==> config.mk <==
export PLATFORM = sky130hd
export DESIGN_NAME = uart_memory_client_flat
export DESIGN_NICKNAME = d
export VERILOG_FILES = /design/src/rtl/uart_memory_client_if.sv /design/src/rtl/uart_memory_client.sv /design/src/flat_wrapper.sv
export SDC_FILE = /design/constraint.sdc
export NUM_CORES = 1
export LEC_CHECK = 0
export ABC_AREA = 1
export CAP_MARGIN = 20
export CORE_MARGIN = 4
export CORE_UTILIZATION = 42
export DETAILED_ROUTE_END_ITERATION = 16
export PLACE_DENSITY_LB_ADDON = 0.15
export SYNTH_ARGS = -nofsm -noshare
export SYNTH_HDL_FRONTEND = slang
export SYNTH_SLANG_ARGS = --single-unit
==> constraint.sdc <==
create_clock -name clock -period 1.3 [get_ports clock]
set_input_delay 0.13 -clock clock [delete_from_list [all_inputs] [get_ports clock]]
set_output_delay 0.13 -clock clock [all_outputs]
set_load 0.02 [all_outputs]
==> src/rtl/uart_memory_client_if.sv <==
// Bundle of request/response, UART transmit and UART receive signals for uart_memory_client.
// The slave modport is the client block; the master modport is whatever drives it (host and UART).
interface uart_memory_client_if;
  // req_valid/req_ready: a request transfers on any rising edge where both are high;
  // the initiator holds req_* stable while req_valid is high and req_ready is low.
  logic        req_valid;
  logic        req_ready;
  logic        req_write;
  logic [15:0] req_addr;
  logic [7:0]  req_wdata;
  logic        rsp_valid;
  logic [7:0]  rsp_rdata;
  logic        rsp_timeout;
  logic        transmit;
  logic [7:0]  tx_byte;
  logic        tx_busy;
  logic        received;
  logic [7:0]  rx_byte;

  modport master (
    output req_valid, req_write, req_addr, req_wdata, tx_busy, received, rx_byte,
    input  req_ready, rsp_valid, rsp_rdata, rsp_timeout, transmit, tx_byte
  );

  modport slave (
    input  req_valid, req_write, req_addr, req_wdata, tx_busy, received, rx_byte,
    output req_ready, rsp_valid, rsp_rdata, rsp_timeout, transmit, tx_byte
  );
endinterface

==> src/rtl/uart_memory_client.sv <==
// Host-side initiator for the UART memory protocol: serializes one read/write request into UART bytes
// and returns the read reply. Optional read-reply watchdog enabled by UART_MEMORY_CLIENT_TIMEOUT_EN.
`ifndef COMMAND_WRITE
`define COMMAND_WRITE 8'h57
`endif
`ifndef COMMAND_READ
`define COMMAND_READ 8'h52
`endif

module uart_memory_client #(
  parameter logic [7:0]  CMD_WRITE      = `COMMAND_WRITE,
  parameter logic [7:0]  CMD_READ       = `COMMAND_READ,
  parameter int unsigned TIMEOUT_CYCLES = 1000000
) (
  input  logic                  clock,
  input  logic                  reset_n,
  uart_memory_client_if.slave   bus,
  output logic [2:0]            o_dbg_state
);

  localparam logic [2:0] IDLE      = 3'd0;
  localparam logic [2:0] SEND_CMD  = 3'd1;
  localparam logic [2:0] SEND_AHI  = 3'd2;
  localparam logic [2:0] SEND_ALO  = 3'd3;
  localparam logic [2:0] SEND_DATA = 3'd4;
  localparam logic [2:0] WAIT_RSP  = 3'd5;

  logic [2:0]  r_state;
  logic        r_guard;
  logic        r_write;
  logic [15:0] r_addr;
  logic [7:0]  r_wdata;
  logic        r_transmit;
  logic [7:0]  r_tx_byte;
  logic        r_rsp_valid;
  logic        r_rsp_timeout;
  logic [7:0]  r_rsp_rdata;
  logic [7:0]  w_tx_sel;

`ifdef UART_MEMORY_CLIENT_TIMEOUT_EN
  logic [31:0] r_cnt;
  logic        w_expired;
  assign w_expired = (r_cnt == 32'(TIMEOUT_CYCLES - 1));
`else
  logic        w_unused_timeout;
  assign w_unused_timeout = (TIMEOUT_CYCLES == 0);
`endif

  always_comb begin
    w_tx_sel = 8'h00;
    case (r_state)
      SEND_CMD:  w_tx_sel = r_write ? CMD_WRITE : CMD_READ;
      SEND_AHI:  w_tx_sel = r_addr[15:8];
      SEND_ALO:  w_tx_sel = r_addr[7:0];
      SEND_DATA: w_tx_sel = r_wdata;
      default:   w_tx_sel = 8'h00;
    endcase
  end

  // r_guard marks "byte just issued": it blocks a second issue while the transmitter's busy
  // flag is still rising, and the state advances on the cycle it clears.
  always_ff @(posedge clock or negedge reset_n) begin
    if (!reset_n) begin
      r_state       <= IDLE;
      r_guard       <= 1'b0;
      r_write       <= 1'b0;
      r_addr        <= 16'h0000;
      r_wdata       <= 8'h00;
      r_transmit    <= 1'b0;
      r_tx_byte     <= 8'h00;
      r_rsp_valid   <= 1'b0;
      r_rsp_timeout <= 1'b0;
      r_rsp_rdata   <= 8'h00;
`ifdef UART_MEMORY_CLIENT_TIMEOUT_EN
      r_cnt         <= 32'd0;
`endif
    end else begin
      r_transmit    <= 1'b0;
      r_rsp_valid   <= 1'b0;
      r_rsp_timeout <= 1'b0;
      r_guard       <= 1'b0;
      case (r_state)
        IDLE: begin
          if (bus.req_valid) begin
            r_write <= bus.req_write;
            r_addr  <= bus.req_addr;
            r_wdata <= bus.req_wdata;
            r_state <= SEND_CMD;
          end
        end
        SEND_CMD, SEND_AHI, SEND_ALO, SEND_DATA: begin
          if (r_guard) begin
            case (r_state)
              SEND_CMD: r_state <= SEND_AHI;
              SEND_AHI: r_state <= SEND_ALO;
              SEND_ALO: r_state <= r_write ? SEND_DATA : WAIT_RSP;
              default: begin
                r_rsp_valid <= 1'b1;
                r_state     <= IDLE;
              end
            endcase
          end else if (!bus.tx_busy) begin
            r_transmit <= 1'b1;
            r_tx_byte  <= w_tx_sel;
            r_guard    <= 1'b1;
          end
        end
        WAIT_RSP: begin
          if (bus.received) begin
            r_rsp_rdata <= bus.rx_byte;
            r_rsp_valid <= 1'b1;
            r_state     <= IDLE;
`ifdef UART_MEMORY_CLIENT_TIMEOUT_EN
            r_cnt       <= 32'd0;
          end else if (w_expired) begin
            r_rsp_rdata   <= 8'h00;
            r_rsp_valid   <= 1'b1;
            r_rsp_timeout <= 1'b1;
            r_state       <= IDLE;
            r_cnt         <= 32'd0;
          end else begin
            r_cnt <= r_cnt + 32'd1;
`endif
          end
        end
        default: r_state <= IDLE;
      endcase
    end
  end

  assign bus.req_ready   = (r_state == IDLE);
  assign bus.rsp_valid   = r_rsp_valid;
  assign bus.rsp_rdata   = r_rsp_rdata;
  assign bus.rsp_timeout = r_rsp_timeout;
  assign bus.transmit    = r_transmit;
  assign bus.tx_byte     = r_tx_byte;
  assign o_dbg_state     = r_state;

endmodule

==> src/flat_wrapper.sv <==
// flat-port wrapper written by rule: the top's interface ports become plain ports
module uart_memory_client_flat 
#(
  parameter logic [7:0]  CMD_WRITE      = `COMMAND_WRITE,
  parameter logic [7:0]  CMD_READ       = `COMMAND_READ,
  parameter int unsigned TIMEOUT_CYCLES = 1000000
)
  (clock, reset_n, o_dbg_state, bus_req_valid, bus_req_write, bus_req_addr, bus_req_wdata, bus_tx_busy, bus_received, bus_rx_byte, bus_req_ready, bus_rsp_valid, bus_rsp_rdata, bus_rsp_timeout, bus_transmit, bus_tx_byte);
  uart_memory_client_if bus_i ();
  input  logic clock;
  input  logic reset_n;
  output logic [2:0] o_dbg_state;
  input wire logic [$bits(bus_i.req_valid)-1:0] bus_req_valid;
  input wire logic [$bits(bus_i.req_write)-1:0] bus_req_write;
  input wire logic [$bits(bus_i.req_addr)-1:0] bus_req_addr;
  input wire logic [$bits(bus_i.req_wdata)-1:0] bus_req_wdata;
  input wire logic [$bits(bus_i.tx_busy)-1:0] bus_tx_busy;
  input wire logic [$bits(bus_i.received)-1:0] bus_received;
  input wire logic [$bits(bus_i.rx_byte)-1:0] bus_rx_byte;
  output wire logic [$bits(bus_i.req_ready)-1:0] bus_req_ready;
  output wire logic [$bits(bus_i.rsp_valid)-1:0] bus_rsp_valid;
  output wire logic [$bits(bus_i.rsp_rdata)-1:0] bus_rsp_rdata;
  output wire logic [$bits(bus_i.rsp_timeout)-1:0] bus_rsp_timeout;
  output wire logic [$bits(bus_i.transmit)-1:0] bus_transmit;
  output wire logic [$bits(bus_i.tx_byte)-1:0] bus_tx_byte;
  assign bus_i.req_valid = bus_req_valid;
  assign bus_i.req_write = bus_req_write;
  assign bus_i.req_addr = bus_req_addr;
  assign bus_i.req_wdata = bus_req_wdata;
  assign bus_i.tx_busy = bus_tx_busy;
  assign bus_i.received = bus_received;
  assign bus_i.rx_byte = bus_rx_byte;
  assign bus_req_ready = bus_i.req_ready;
  assign bus_rsp_valid = bus_i.rsp_valid;
  assign bus_rsp_rdata = bus_i.rsp_rdata;
  assign bus_rsp_timeout = bus_i.rsp_timeout;
  assign bus_transmit = bus_i.transmit;
  assign bus_tx_byte = bus_i.tx_byte;
  uart_memory_client #(.CMD_WRITE(CMD_WRITE), .CMD_READ(CMD_READ), .TIMEOUT_CYCLES(TIMEOUT_CYCLES)) u_core (.clock(clock), .reset_n(reset_n), .bus(bus_i), .o_dbg_state(o_dbg_state));
endmodule
==> flow_metrics.py <==
metrics = {
    "outcome": {
        "status": "finished with violations",
        "violations": "setup timing",
    },
    "route": {
        "vias": 2069,
        "wl_per_cell_um": 14.1,
        "vias_per_cell": 5.02,
        "detail_route.first_pass.iterations": 4,
        "drcViolationCount": 0,
        "antenna_left": 0,
        "drtIter0Drc": 140,
        "totalWireLength_mm": 5.80,
    },
    "synth": {
        "synth.distinct_cells": 18,
        "synth_top_area_share_pct": 54.5,
        "ys_seq_elements": 46,
        "synth.most_common_cell": "nand2_1",
        "synth_edf_count": 0,
        "yosysSeqAreaShare_pct": 54.5,
        "synth_commonest_cells": "nand2_1, dfrtp_1, nand3_1",
        "synth_cells": 262,
        "synthFlopType": "dfrtp_1",
        "synthTopCellsByArea": "dfrtp_1, nand2_1, nand3_1, o21ai_0, nand4_1",
        "synth_area_um2": 2110,
        "yosysWarnings": 0,
        "syn_avg_cell_area_um2": 8.06,
        "syn_nets": 300,
        "synthArstFlopShare_pct": 100,
        "synth_top_cell_by_area": "dfrtp_1",
    },
    "final_layout": {
        "nets": 382,
        "seq_area_um2": 1150,
        "stdcell_area_um2": 3200,
        "area_growth_pct": 51.6,
        "fill_cells": 398,
        "drive_gt1_share_pct": 19.7,
        "antenna_cells": 0,
        "multi_input_area_um2": 937,
    },
    "pwr": {
        "p_clk_share_pct": 14.2,
        "swShare_pct": 41.5,
        "power_frac_seq_pct": 33.7,
        "powerDensity_nw_per_um2": 2290,
        "intPower_mw": 4.30,
        "irDropWorstVdd_uv": 1090,
        "p_switching_mw": 3.04,
        "combinationalPowerShare_pct": 52.2,
        "power_leakage_nw": 1.68,
    },
    "sta": {
        "finalSetupViolCount": 4,
        "rsz0062_at_grt": "yes",
        "timing.final.crit_share_pct": 102,
        "fin_worst_skew_ns": 0.00653,
        "whs_ns": 0.329,
        "fin_ws_ns": -0.0247,
        "hold_viol_final": 0,
        "drv_slew": 0,
        "tns_ns": -0.0653,
        "fin_crit_ns": 1.32,
        "fmax_mhz": 755,
    },
    "die": {
        "initial_core_util_pct": 44.1,
        "die_w_um": 78.9,
        "io_pins": 61,
        "dieArea_um2": 6220,
        "die_h_um": 78.9,
        "core_um2": 4790,
        "row_count": 25,
    },
    "worst_setup_path": {
        "path_cells": "buf_8 -> buf_4 -> nor2_1 -> nand2_1 -> nand3_1 -> nand2_1 -> nand2_1",
        "cp_max_fo": 8,
        "worstSetupEndpointType": "register",
        "crit_required_ns": 1.54,
        "critical_path.slowest_cell": "dfrtp_2",
        "crit_buf_inv": 2,
        "r2r_start": "u_core.o_dbg_state[0]",
        "worstPathArrival_ns": 1.57,
        "critPathLaunch": "u_core.o_dbg_state[0]",
        "setup.worst_path.start_class": "register",
        "critPathKind": "reg2reg",
        "crit_top_cell": "nand2_1",
        "critPathMaxStageDelay_ns": 0.44,
        "cp_top_family": "simple AND/OR/NAND/NOR gates",
    },
    "global_route": {
        "grt_use_total_pct": 17.5,
        "grt_max_degree": 47,
        "grt_pass1_vias": 1820,
        "overflow": 0,
        "grt_pass1_wl_mm": 8.55,
        "antenna_found_initial": 0,
    },
    "clock_network": {
        "htree_levels": 2,
        "path_clk_slew_ns": 0.08,
        "cts_tree": "yes",
        "root_buffer": "clkbuf_8",
        "cts_inserted_buffers": 5,
        "max-clock-path-buffers": 2,
        "clkLatencyLatePin_ns": 0.30,
        "cts_sinks": 46,
    },
    "placed_design": {
        "gp_congestion": 0.833,
        "placed_cell_area_um2": 2870,
        "portBuffers": 59,
        "dp_hpwl_mm": 3.77,
    },
    "worst_hold_path": {
        "min_path_type": "in2async",
    },
    "flow_run": {
        "max_cap_violations": 0,
    },
}
## metal layers
layer  vias to the layer above  GRT usage, %  routed length (um)
li1                       1012             -                   -
met1                       976          25.0                2550
met2                        71          26.4                2810
met3                        10          4.08                 362
met4                         0          5.33                  79
met5                         -             0                   0
## placed cells by master (no fill, tap or decap), types with 3 or more instances in the layout
cell type	Yosys	final
nand2_1	110	103
dfrtp_1	46	43
nand3_1	38	38
clkdlybuf4s50_1	0	36
dlygate4sd2_1	0	18
buf_4	1	16
inv_1	12	11
nand4_1	10	10
nand2_2	2	7
o21ai_0	14	7
buf_6	0	7
o21ai_1	2	5
clkbuf_8	0	5
inv_4	0	3
o21ai_2	0	3
nor2_1	5	3
buf_2	8	3
buf_12	0	3
dfrtp_2	0	3
## cell type report
class,count,area share [%]
clock buffer,5,2.15
clock inverter,3,1.25
sequential,46,36.1
inverter,16,2.27
timing repair buffer,86,26.3
multi-input combinational,189,29.3
tap,67,2.62
## metrics by stage
step                std cells  worst slack (ns)  utilization (%)  total power [mW]
floorplan                 262          -0.00363                -              4.35
global placement          391           -0.0729             59.9              5.56
detailed placement        391            -0.155             59.9              5.63
CTS                       400           -0.0221             62.5              6.63
global route              412           -0.0898             66.8              7.83
finish                    412           -0.0247             66.8              7.34
## worst paths after layout
kind / to / slack (ns) / cells after the start
min in group clock: u_core.r_addr[15] / 0.37 / 3
worst max register to register: u_core.bus.tx_byte[3] / -0.02 / 7
worst min-delay path: u_core.bus.rsp_rdata[1] / 0.33 / 3
max in group asynchronous: u_core.o_dbg_state[0] / 0.74 / 3
worst max-delay path: u_core.bus.tx_byte[3] / -0.02 / 7
worst min register to register: u_core.bus.tx_byte[1] / 0.47 / 2
## sequential cells by signal, summed over array words and instances (netlist names)
signal and cells:
u_core.r_write 1, u_core.bus.rsp_rdata 8, u_core.r_addr 16, u_core.bus.tx_byte 8
u_core.r_guard 1, u_core.r_wdata 8, u_core.o_dbg_state 3, u_core.bus.rsp_valid 1
## power by group through the flow
stage / Sequential, mW / Clock (mW) / Combinational (mW)
2_1_floorplan: 2.77 / 0 / 1.57
3_3_place_gp: 2.48 / 0 / 3.08
3_5_place_dp: 2.48 / 0 / 3.15
4_1_cts: 2.45 / 1.07 / 3.12
5_1_grt: 2.55 / 1.12 / 4.16
6_report: 2.47 / 1.04 / 3.83
## cell families after synthesis
| group | after synthesis | share of synthesized area [%] |
|---|---|---|
| other cells | 1 | 0.178 |
| flops | 46 | 54.5 |
| simple gates | 169 | 34.9 |
| buf+inv | 29 | 5.81 |
| compound gates | 17 | 4.56 |
## worst min-delay path: cells and delay by family
family                 cells  cell delay, ns
buffers and inverters      3            0.87
## repair_timing
item                                   in CTS  in global routing
cloned                                      0                  3
pin swaps                                   0                 10
buffers inserted                            0                  9
gates resized for setup                    47                 30
endpoints found under the hold margin      46                  0
setup endpoints to repair                  67                 45
hold buffers                                1                  0
No activity file was read; power rests on OpenSTA's default activity.
